File: src/rtl/cfu_cmd_initiator.sv
// Host-side CFU command initiator: issues one tagless command at a time, waits for the
// response (or a watchdog expiry) and queues results in a small first-word-fall-through FIFO.
module cfu_cmd_initiator #(
  parameter int unsigned RSP_DEPTH = 4,
  parameter int unsigned TIMEOUT   = 1024
) (
  input  logic        clk,
  input  logic        reset_n,
  input  logic        req_valid,
  output logic        req_ready,
  input  logic [9:0]  req_function_id,
  input  logic [31:0] req_inputs_0,
  input  logic [31:0] req_inputs_1,
  output logic        cmd_valid,
  input  logic        cmd_ready,
  output logic [9:0]  cmd_payload_function_id,
  output logic [31:0] cmd_payload_inputs_0,
  output logic [31:0] cmd_payload_inputs_1,
  input  logic        rsp_valid,
  output logic        rsp_ready,
  input  logic [31:0] rsp_payload_outputs_0,
  output logic        res_valid,
  input  logic        res_ready,
  output logic [31:0] res_data,
  output logic        res_timeout,
  output logic        timeout_err,
  input  logic        clear_err,
  output logic        busy,
  output logic [15:0] issued_count
);

  localparam int unsigned AW  = $clog2(RSP_DEPTH);
  localparam int unsigned WdW = (TIMEOUT > 1) ? $clog2(TIMEOUT) : 1;

  typedef enum logic [1:0] {StIdle, StIssue, StWait} state_e;

  state_e        state_q;
  logic          cmd_valid_q;
  logic [9:0]    fid_q;
  logic [31:0]   in0_q, in1_q;
  logic [WdW-1:0] wdog_q;
  logic [15:0]   issued_q;
  logic          err_q;

  logic [32:0]   mem_q [RSP_DEPTH];
  logic [AW-1:0] wr_ptr_q, rd_ptr_q;
  logic [AW:0]   count_q;

  logic        fifo_full, fifo_empty;
  logic        req_fire, cmd_fire, rsp_fire;
  logic        wd_expired, timeout_fire;
  logic        push, pop;
  logic [32:0] push_data, head;

  assign fifo_full  = (count_q == (AW+1)'(RSP_DEPTH));
  assign fifo_empty = (count_q == '0);

  assign req_ready = reset_n & (state_q == StIdle) & ~fifo_full;
  assign req_fire  = req_valid & req_ready;
  assign cmd_fire  = (state_q == StIssue) & cmd_ready;
  assign rsp_fire  = (state_q == StWait) & rsp_valid;

  // Counter saturates at TIMEOUT-1; a handshake in the expiry cycle beats the timeout.
  assign wd_expired   = (TIMEOUT != 0) && (wdog_q == WdW'(TIMEOUT - 1));
  assign timeout_fire = (state_q != StIdle) & wd_expired & ~cmd_fire & ~rsp_fire;

  assign push      = rsp_fire | timeout_fire;
  assign push_data = {timeout_fire, rsp_fire ? rsp_payload_outputs_0 : 32'h0};
  assign pop       = res_ready & ~fifo_empty;
  assign head      = mem_q[rd_ptr_q];

  always_ff @(posedge clk or negedge reset_n) begin
    if (!reset_n) begin
      state_q     <= StIdle;
      cmd_valid_q <= 1'b0;
      fid_q       <= '0;
      in0_q       <= '0;
      in1_q       <= '0;
      wdog_q      <= '0;
      issued_q    <= '0;
      err_q       <= 1'b0;
    end else begin
      case (state_q)
        StIdle: begin
          if (req_fire) begin
            fid_q       <= req_function_id;
            in0_q       <= req_inputs_0;
            in1_q       <= req_inputs_1;
            cmd_valid_q <= 1'b1;
            wdog_q      <= '0;
            state_q     <= StIssue;
          end
        end
        StIssue: begin
          if (cmd_fire) begin
            issued_q    <= issued_q + 16'd1;
            cmd_valid_q <= 1'b0;
            state_q     <= StWait;
          end else if (timeout_fire) begin
            cmd_valid_q <= 1'b0;
            state_q     <= StIdle;
          end
        end
        StWait: begin
          if (rsp_fire || timeout_fire) state_q <= StIdle;
        end
        default: begin
          cmd_valid_q <= 1'b0;
          state_q     <= StIdle;
        end
      endcase
      if (state_q != StIdle && !wd_expired) wdog_q <= wdog_q + WdW'(1);
      if (timeout_fire)   err_q <= 1'b1;
      else if (clear_err) err_q <= 1'b0;
    end
  end

  always_ff @(posedge clk or negedge reset_n) begin
    if (!reset_n) begin
      wr_ptr_q <= '0;
      rd_ptr_q <= '0;
      count_q  <= '0;
    end else begin
      if (push) wr_ptr_q <= wr_ptr_q + AW'(1);
      if (pop)  rd_ptr_q <= rd_ptr_q + AW'(1);
      case ({push, pop})
        2'b10:   count_q <= count_q + (AW+1)'(1);
        2'b01:   count_q <= count_q - (AW+1)'(1);
        default: count_q <= count_q;
      endcase
    end
  end

  // Storage needs no reset: the outputs are masked while the FIFO is empty.
  always_ff @(posedge clk) begin
    if (push) mem_q[wr_ptr_q] <= push_data;
  end

  assign cmd_valid               = cmd_valid_q;
  assign cmd_payload_function_id = fid_q;
  assign cmd_payload_inputs_0    = in0_q;
  assign cmd_payload_inputs_1    = in1_q;
  assign rsp_ready               = (state_q == StWait);
  assign res_valid               = ~fifo_empty;
  assign res_data                = fifo_empty ? 32'h0 : head[31:0];
  assign res_timeout             = ~fifo_empty & head[32];
  assign timeout_err             = err_q;
  assign busy                    = (state_q != StIdle) | ~fifo_empty;
  assign issued_count            = issued_q;

endmodule

File: config.mk
export PLATFORM = sky130hd
export DESIGN_NAME = cfu_cmd_initiator
export DESIGN_NICKNAME = d
export VERILOG_FILES = /design/src/rtl/cfu_cmd_initiator.sv
export SDC_FILE = /design/constraint.sdc
export NUM_CORES = 1
export LEC_CHECK = 0
export ABC_AREA = 1
export BUFFER_PORTS_ARGS = -buffer_cell sky130_fd_sc_hd__buf_4
export CORE_MARGIN = 5
export CORE_UTILIZATION = 29
export DETAILED_ROUTE_END_ITERATION = 7
export SKIP_CTS_REPAIR_TIMING = 1
export SLEW_MARGIN = 0
export SYNTH_ARGS = -nofsm -noshare
export SYNTH_HDL_FRONTEND = slang
export SYNTH_SLANG_ARGS = --single-unit
File: constraint.sdc
create_clock -name clk -period 9.1 [get_ports clk]
set_input_delay 1.82 -clock clk [delete_from_list [all_inputs] [get_ports clk]]
set_output_delay 1.82 -clock clk [all_outputs]
set_load 0.02 [all_outputs]
==> results of run 1 <==
how the worst max path moves through the flow:
stage               startpoint          end
finish                 reset_n    req_ready
global route           reset_n    req_ready
CTS                    reset_n    req_ready
detailed placement     reset_n    req_ready
global placement       reset_n    req_ready
floorplan            cmd_ready  mem_q[0][0]
power by group:
group	leakage [uW]	switching (uW)	internal (uW)
registers	0.00263	148	1420
clock network	0.000422	436	590
logic	0.00299	1170	667
total	0.00604	1760	2680
layer usage:
metal / GRT usage [%] / share of wire, % / vias to the layer above
met2: 21.1 / 44 / 278
li1: - / - / 3794
met1: 16.9 / 42 / 3587
met5: 0 / 0 / -
met4: 3.44 / 2.3 / 0
met3: 5.70 / 11 / 38
placed cells by master, fill, tap and decap left out, types with 3 or more instances in the layout:
cell type,synthesis,final
xor2_1,14,14
xnor2_1,4,4
o22ai_1,3,3
o21ai_0,76,76
edfxtp_1,132,132
a21oi_1,37,37
ha_1,7,7
inv_2,4,4
nand2_2,5,5
clkbuf_16,0,28
clkinv_2,0,6
nand2_1,209,209
clkbuf_1,34,6
nor3_1,4,4
nor2_1,186,182
nor2_4,3,7
clkinv_1,1,4
nand4_1,3,3
buf_4,1,253
inv_1,63,63
clkbuf_8,0,3
dfrtp_1,111,110
nand3_1,93,93
kinds of logic (layout without fill, tap and decap cells):
family          count (synthesis)  count (layout)  share of synthesized area (%)
flops                         243             243                           66.1
xor+xnor                       18              18                           1.55
simple gates                  510             510                           20.8
fa+ha+maj                       8               8                           1.05
compound gates                117             117                           5.78
buf+inv                       120             371                           4.72
per-stage QoR:
stage	hold WS (ns)	instance area [sq um]	cells	power [uW]
2_1_floorplan	0.471	10200	1016	2660
3_3_place_gp	0.455	12500	1672	3440
3_5_place_dp	0.460	12500	1672	3460
4_1_cts	0.475	13300	1722	4510
5_1_grt	0.492	13300	1722	4750
6_report	0.471	13300	1722	4440
state kept, by name, summed over array words and instances (netlist names):
name                     cells
wr_ptr_q                     2
cmd_valid                    1
timeout_err                  1
count_q                      3
cmd_payload_inputs_1        32
cmd_payload_inputs_0        32
wdog_q                      10
issued_count                16
mem_q                      132
state_q                      2
rd_ptr_q                     2
cmd_payload_function_id     10
worst min-delay path, delay by kind of cell (launching register included):
| family | cells | cell delay (ns) |
|---|---|---|
| flip-flops | 1 | 0.34 |
| AND/OR/NAND/NOR | 2 | 0.09 |
layout make-up:
cell class / count / share of cell area, %
Multi-Input combinational cell: 653 / 22.6
Inverter: 68 / 1.91
Sequential cell: 243 / 50.6
Clock buffer: 37 / 5.74
Tap cell: 455 / 4.27
Clock inverter: 13 / 0.629
Timing Repair Buffer: 253 / 14.2
==> flow_metrics.py, run 1 <==
metrics = {
    "hold_path": {
        "min_to": "cmd_payload_function_id[6]",
        "hold_depth": 2,
        "worstHoldPathType": "reg -> reg",
        "hp-start": "cmd_payload_function_id[6]",
    },
    "setup_path": {
        "cp.buffers_inverters": 3,
        "worst-endpoint-required_ns": 7.28,
        "cp.depth": 5,
        "crit_chain": "buf_4 > nand2_1 > nor2_4 > buf_4 > buf_4",
        "crit_path_end_kind": "primary output",
        "cp_max_fo": 76,
        "worstPathArrival_ns": 3.54,
        "worstReg2RegEnd": "count_q[2]",
        "reg2reg_from": "state_q[1]",
        "cp_common_cell": "buf_4",
        "path_class": "in -> out",
        "cpPeakStageDelay_ns": 0.63,
        "start_kind": "input port",
        "reg2reg_depth": 12,
        "cp_slowest_cell": "buf_4",
        "ff2ff_setup_slack_ns": 6.47,
        "path_delay_family": "buffers and inverters",
    },
    "route": {
        "viasPerCell": 4.47,
        "vias": 7697,
        "avgRoutedWirePerCell_microns": 15.4,
        "ant_nets": 0,
        "first_iter_violations": 347,
        "drc": 0,
        "first_pass_iters": 5,
        "finalWirelength_mm": 26.4,
    },
    "logic_synthesis": {
        "ys_types": 31,
        "yosysTopAreaCellShare_pct": 38.9,
        "seq_area_frac_synth_pct": 66.1,
        "ys_seq_elements": 243,
        "yosys.cell_count.top_type": "nand2_1",
        "synth_top_area_cell": "edfxtp_1",
        "synth.avg_cell_area_sq_um": 10.0,
        "synthesis.instances": 1016,
        "synth_area_sq_mm": 0.0102,
        "ys_top_cells_by_count": "209 x nand2_1, 186 x nor2_1, 132 x edfxtp_1",
        "yosysWarningCount": 0,
        "synthArstFlopShare_pct": 45.7,
        "synth-edff-count": 132,
        "synth_area_leaders": "edfxtp_1 39%, dfrtp_1 27%, nand2_1 7.7%",
        "syn_nets": 1137,
        "synth_ff_type": "edfxtp_1",
    },
    "placed_design": {
        "io_buffers": 241,
        "gp_congestion": 0.787,
        "hpwl_mm": 16.6,
        "post-place-ws_ns": 3.65,
    },
    "global_route": {
        "grt_pass1_wl_mm": 42.5,
        "grt_antenna_before_repair": 0,
        "gr-usage-all-layers_pct": 13.3,
        "first_global_vias": 7936,
        "grt_overflow_total": 0,
        "grt_max_degree": 81,
    },
    "final_layout": {
        "area_delta_synth_final_pct": 30.7,
        "multi_input_area_sq_mm": 0.00301,
        "final_util_pct": 38.5,
        "drive_above_1_share_pct": 24.9,
        "fill_cells": 3377,
        "layout.nets": 1368,
        "seqCellArea_sq_mm": 0.00674,
        "antennaDiodeCount": 0,
    },
    "flow_run": {
        "drv_cap": 0,
    },
    "timing": {
        "hold_viol_final": 0,
        "fin_crit_ns": 5.36,
        "setup_violations": 0,
        "slew_violations": 0,
        "finClkSkew_ns": 0.0137,
        "finalCritPeriodShare_pct": 58.9,
        "setup_tns_ns": 0,
        "worst_pin_slew_ns": 0.999,
        "fmax_mhz": 187,
        "rsz0062_at_grt": "no",
        "relSlewSlack_pct": 33.3,
        "layout_setup_ws_ns": 3.74,
    },
    "clock_network": {
        "clock_latency_ns": 0.54,
        "htree_levels": 1,
        "cts_inserted_buffers": 28,
        "cts_num_sinks": 243,
        "cts_root_buffer": "clkbuf_16",
        "cts_tree": "done",
        "clock_path_buffers": 3,
        "clkTransAtPathRegs_ns": 0.05,
    },
    "power": {
        "power.density_mw_per_mm2": 333,
        "vdd_ir_drop_max_mv": 0.157,
        "leakagePower_uw": 0.00604,
    },
    "status": {
        "status": "finished clean",
    },
    "die": {
        "die_w_microns": 198,
        "die_h_microns": 198,
        "num_rows": 68,
        "initial_core_util_pct": 29.5,
        "die-area_sq_mm": 0.0390,
        "num_io_pins": 242,
        "core_sq_mm": 0.0346,
    },
}
No activity file was read; power rests on OpenSTA's default activity.
==> inputs of run 2 (changes only) <==
Clock period 9.1 ns to 5 ns, I/O delays scaled along.
==> run 2 against run 1 <==
Compared with the run above:
- global-route usage about the same
- clock skew decreased by 0.0057 ns
- die area unchanged
- combinational power increased by 82%
- cell count decreased by 0.35%
- final area decreased by 0.38%
- largest power group unchanged
==> flow_metrics.py, run 2 (synthesis gave the netlist of run 1 again) <==
metrics = {
    "final_layout": {
        "final_cell_mix": "249 x buf_4, 209 x nand2_1, 182 x nor2_1",
        "area_delta_synth_final_pct": 30.2,
        "layout.nets": 1363,
        "drive_above_1_share_pct": 24.4,
        "largest_reg_flops": 132,
        "top_register": "mem_q",
        "fill_cells": 3451,
        "finalNonFillerCells": 1716,
        "layout_commonest_cell": "buf_4",
        "antennaDiodeCount": 0,
    },
    "power": {
        "leakagePower_uw": 0.00600,
        "vdd_ir_drop_max_mv": 0.340,
        "power.density_mw_per_mm2": 609,
    },
    "route": {
        "vias": 7748,
        "finalWirelength_mm": 26.5,
        "ant_nets": 0,
        "viasPerCell": 4.52,
        "drc": 0,
        "avgRoutedWirePerCell_microns": 15.5,
        "first_iter_violations": 311,
        "first_pass_iters": 4,
    },
    "timing": {
        "slew_violations": 0,
        "fin_crit_ns": 3.79,
        "rsz0062_at_grt": "no",
        "relSlewSlack_pct": 24.6,
        "setup_violations": 0,
        "finalCritPeriodShare_pct": 75.8,
        "worst_pin_slew_ns": 1.13,
        "layout_setup_ws_ns": 1.21,
        "hold_viol_final": 0,
        "finClkSkew_ns": 0.00796,
        "fmax_mhz": 264,
        "setup_tns_ns": 0,
    },
    "global_route": {
        "gr-usage-met2_pct": 20.4,
        "first_global_vias": 7928,
        "grt_antenna_before_repair": 0,
        "busiest_layer": "met2",
        "gr-usage-all-layers_pct": 13.3,
        "met3_usage_pct": 5.90,
        "grtUsageMet1_pct": 17.5,
        "grt_max_degree": 81,
        "grt_overflow_total": 0,
        "grt_pass1_wl_mm": 42.8,
    },
    "setup_path": {
        "worst-endpoint-required_ns": 4.00,
        "cp_common_cell": "buf_4",
        "reg2reg_from": "wdog_q[0]",
        "cp.buffers_inverters": 4,
        "path_delay_family": "buffers and inverters",
        "cp_slowest_cell": "buf_4",
        "path_class": "reg -> out",
        "start_kind": "register",
        "cpPeakStageDelay_ns": 0.40,
        "crit_chain": "buf_4 > clkinv_1 > buf_4 > nor2_1 > o21ai_0 > a21oi_1 > buf_4",
        "ff2ff_setup_slack_ns": 2.18,
        "reg2reg_depth": 9,
        "worstReg2RegEnd": "mem_q[0][24]",
        "cp_max_fo": 34,
        "worstPathArrival_ns": 2.79,
        "cp.depth": 7,
        "crit_path_end_kind": "primary output",
    },
    "placed_design": {
        "gp_congestion": 0.755,
        "place_inst": 1668,
        "hpwl_mm": 16.9,
        "io_buffers": 241,
        "post-place-ws_ns": 1.56,
    },
    "die": {
        "die-area_sq_mm": 0.0390,
        "num_io_pins": 242,
        "core_sq_mm": 0.0346,
        "die_h_microns": 198,
        "initial_core_util_pct": 29.5,
        "num_rows": 68,
        "die_w_microns": 198,
    },
    "clock_network": {
        "clock_path_buffers": 3,
        "cts_tree": "done",
        "cts_root_buffer": "clkbuf_16",
        "clkTransAtPathRegs_ns": 0.06,
        "htree_levels": 1,
        "cts_num_sinks": 243,
        "cts_inserted_buffers": 27,
        "clock_latency_ns": 0.52,
    },
    "hold_path": {
        "worstHoldPathType": "in -> async",
    },
    "flow_run": {
        "drv_cap": 0,
    },
    "status": {
        "status": "finished clean",
    },
}
-- run 2: worst max-delay path by stage --
stage / startpoint / endpoint / slack (ns)
final: rd_ptr_q[1] / res_data[23] / 1.21
after global routing: rd_ptr_q[1] / res_data[6] / 1.06
after CTS: rd_ptr_q[1] / res_data[23] / 1.15
after detailed placement: reset_n / wdog_q[9] / 1.56
after global placement: reset_n / wdog_q[9] / 1.53
after floorplan: cmd_ready / mem_q[0][0] / 1.59
-- run 2: per-layer routing --
layer	wire length [microns]	part of all wire (%)
met3	3090	12
met5	0	0
met1	11500	43
met2	11500	43
met4	452	1.7
-- run 2: through the flow --
step / power [uW] / hold slack, ns / instance area [sq um] / utilization, %
2_1_floorplan: 4840 / 0.471 / 10200 / -
3_3_place_gp: 6260 / 0.455 / 12500 / 36.0
3_5_place_dp: 6310 / 0.464 / 12500 / 36.0
4_1_cts: 8220 / 0.453 / 13300 / 38.3
5_1_grt: 8650 / 0.487 / 13300 / 38.3
6_report: 8090 / 0.455 / 13300 / 38.3
-- run 2: power by group --
part / leakage [uW] / internal (uW) / total [uW] / switching, uW
clock: 0.000410 / 1110 / 1870 / 758
combinational: 0.00297 / 1210 / 3350 / 2140
sequential: 0.00263 / 2590 / 2870 / 279
total: 0.00600 / 4910 / 8090 / 3180
-- run 2: cell type report --
type / instances / area, sq um / share of cell area, %
inverter: 68 / 255 / 1.92
clock inverter: 11 / 104 / 0.782
sequential: 243 / 6740 / 50.8
timing repair buffer: 249 / 1870 / 14.1
clock buffer: 37 / 723 / 5.45
multi-input combinational: 653 / 3010 / 22.7
tap: 455 / 569 / 4.29
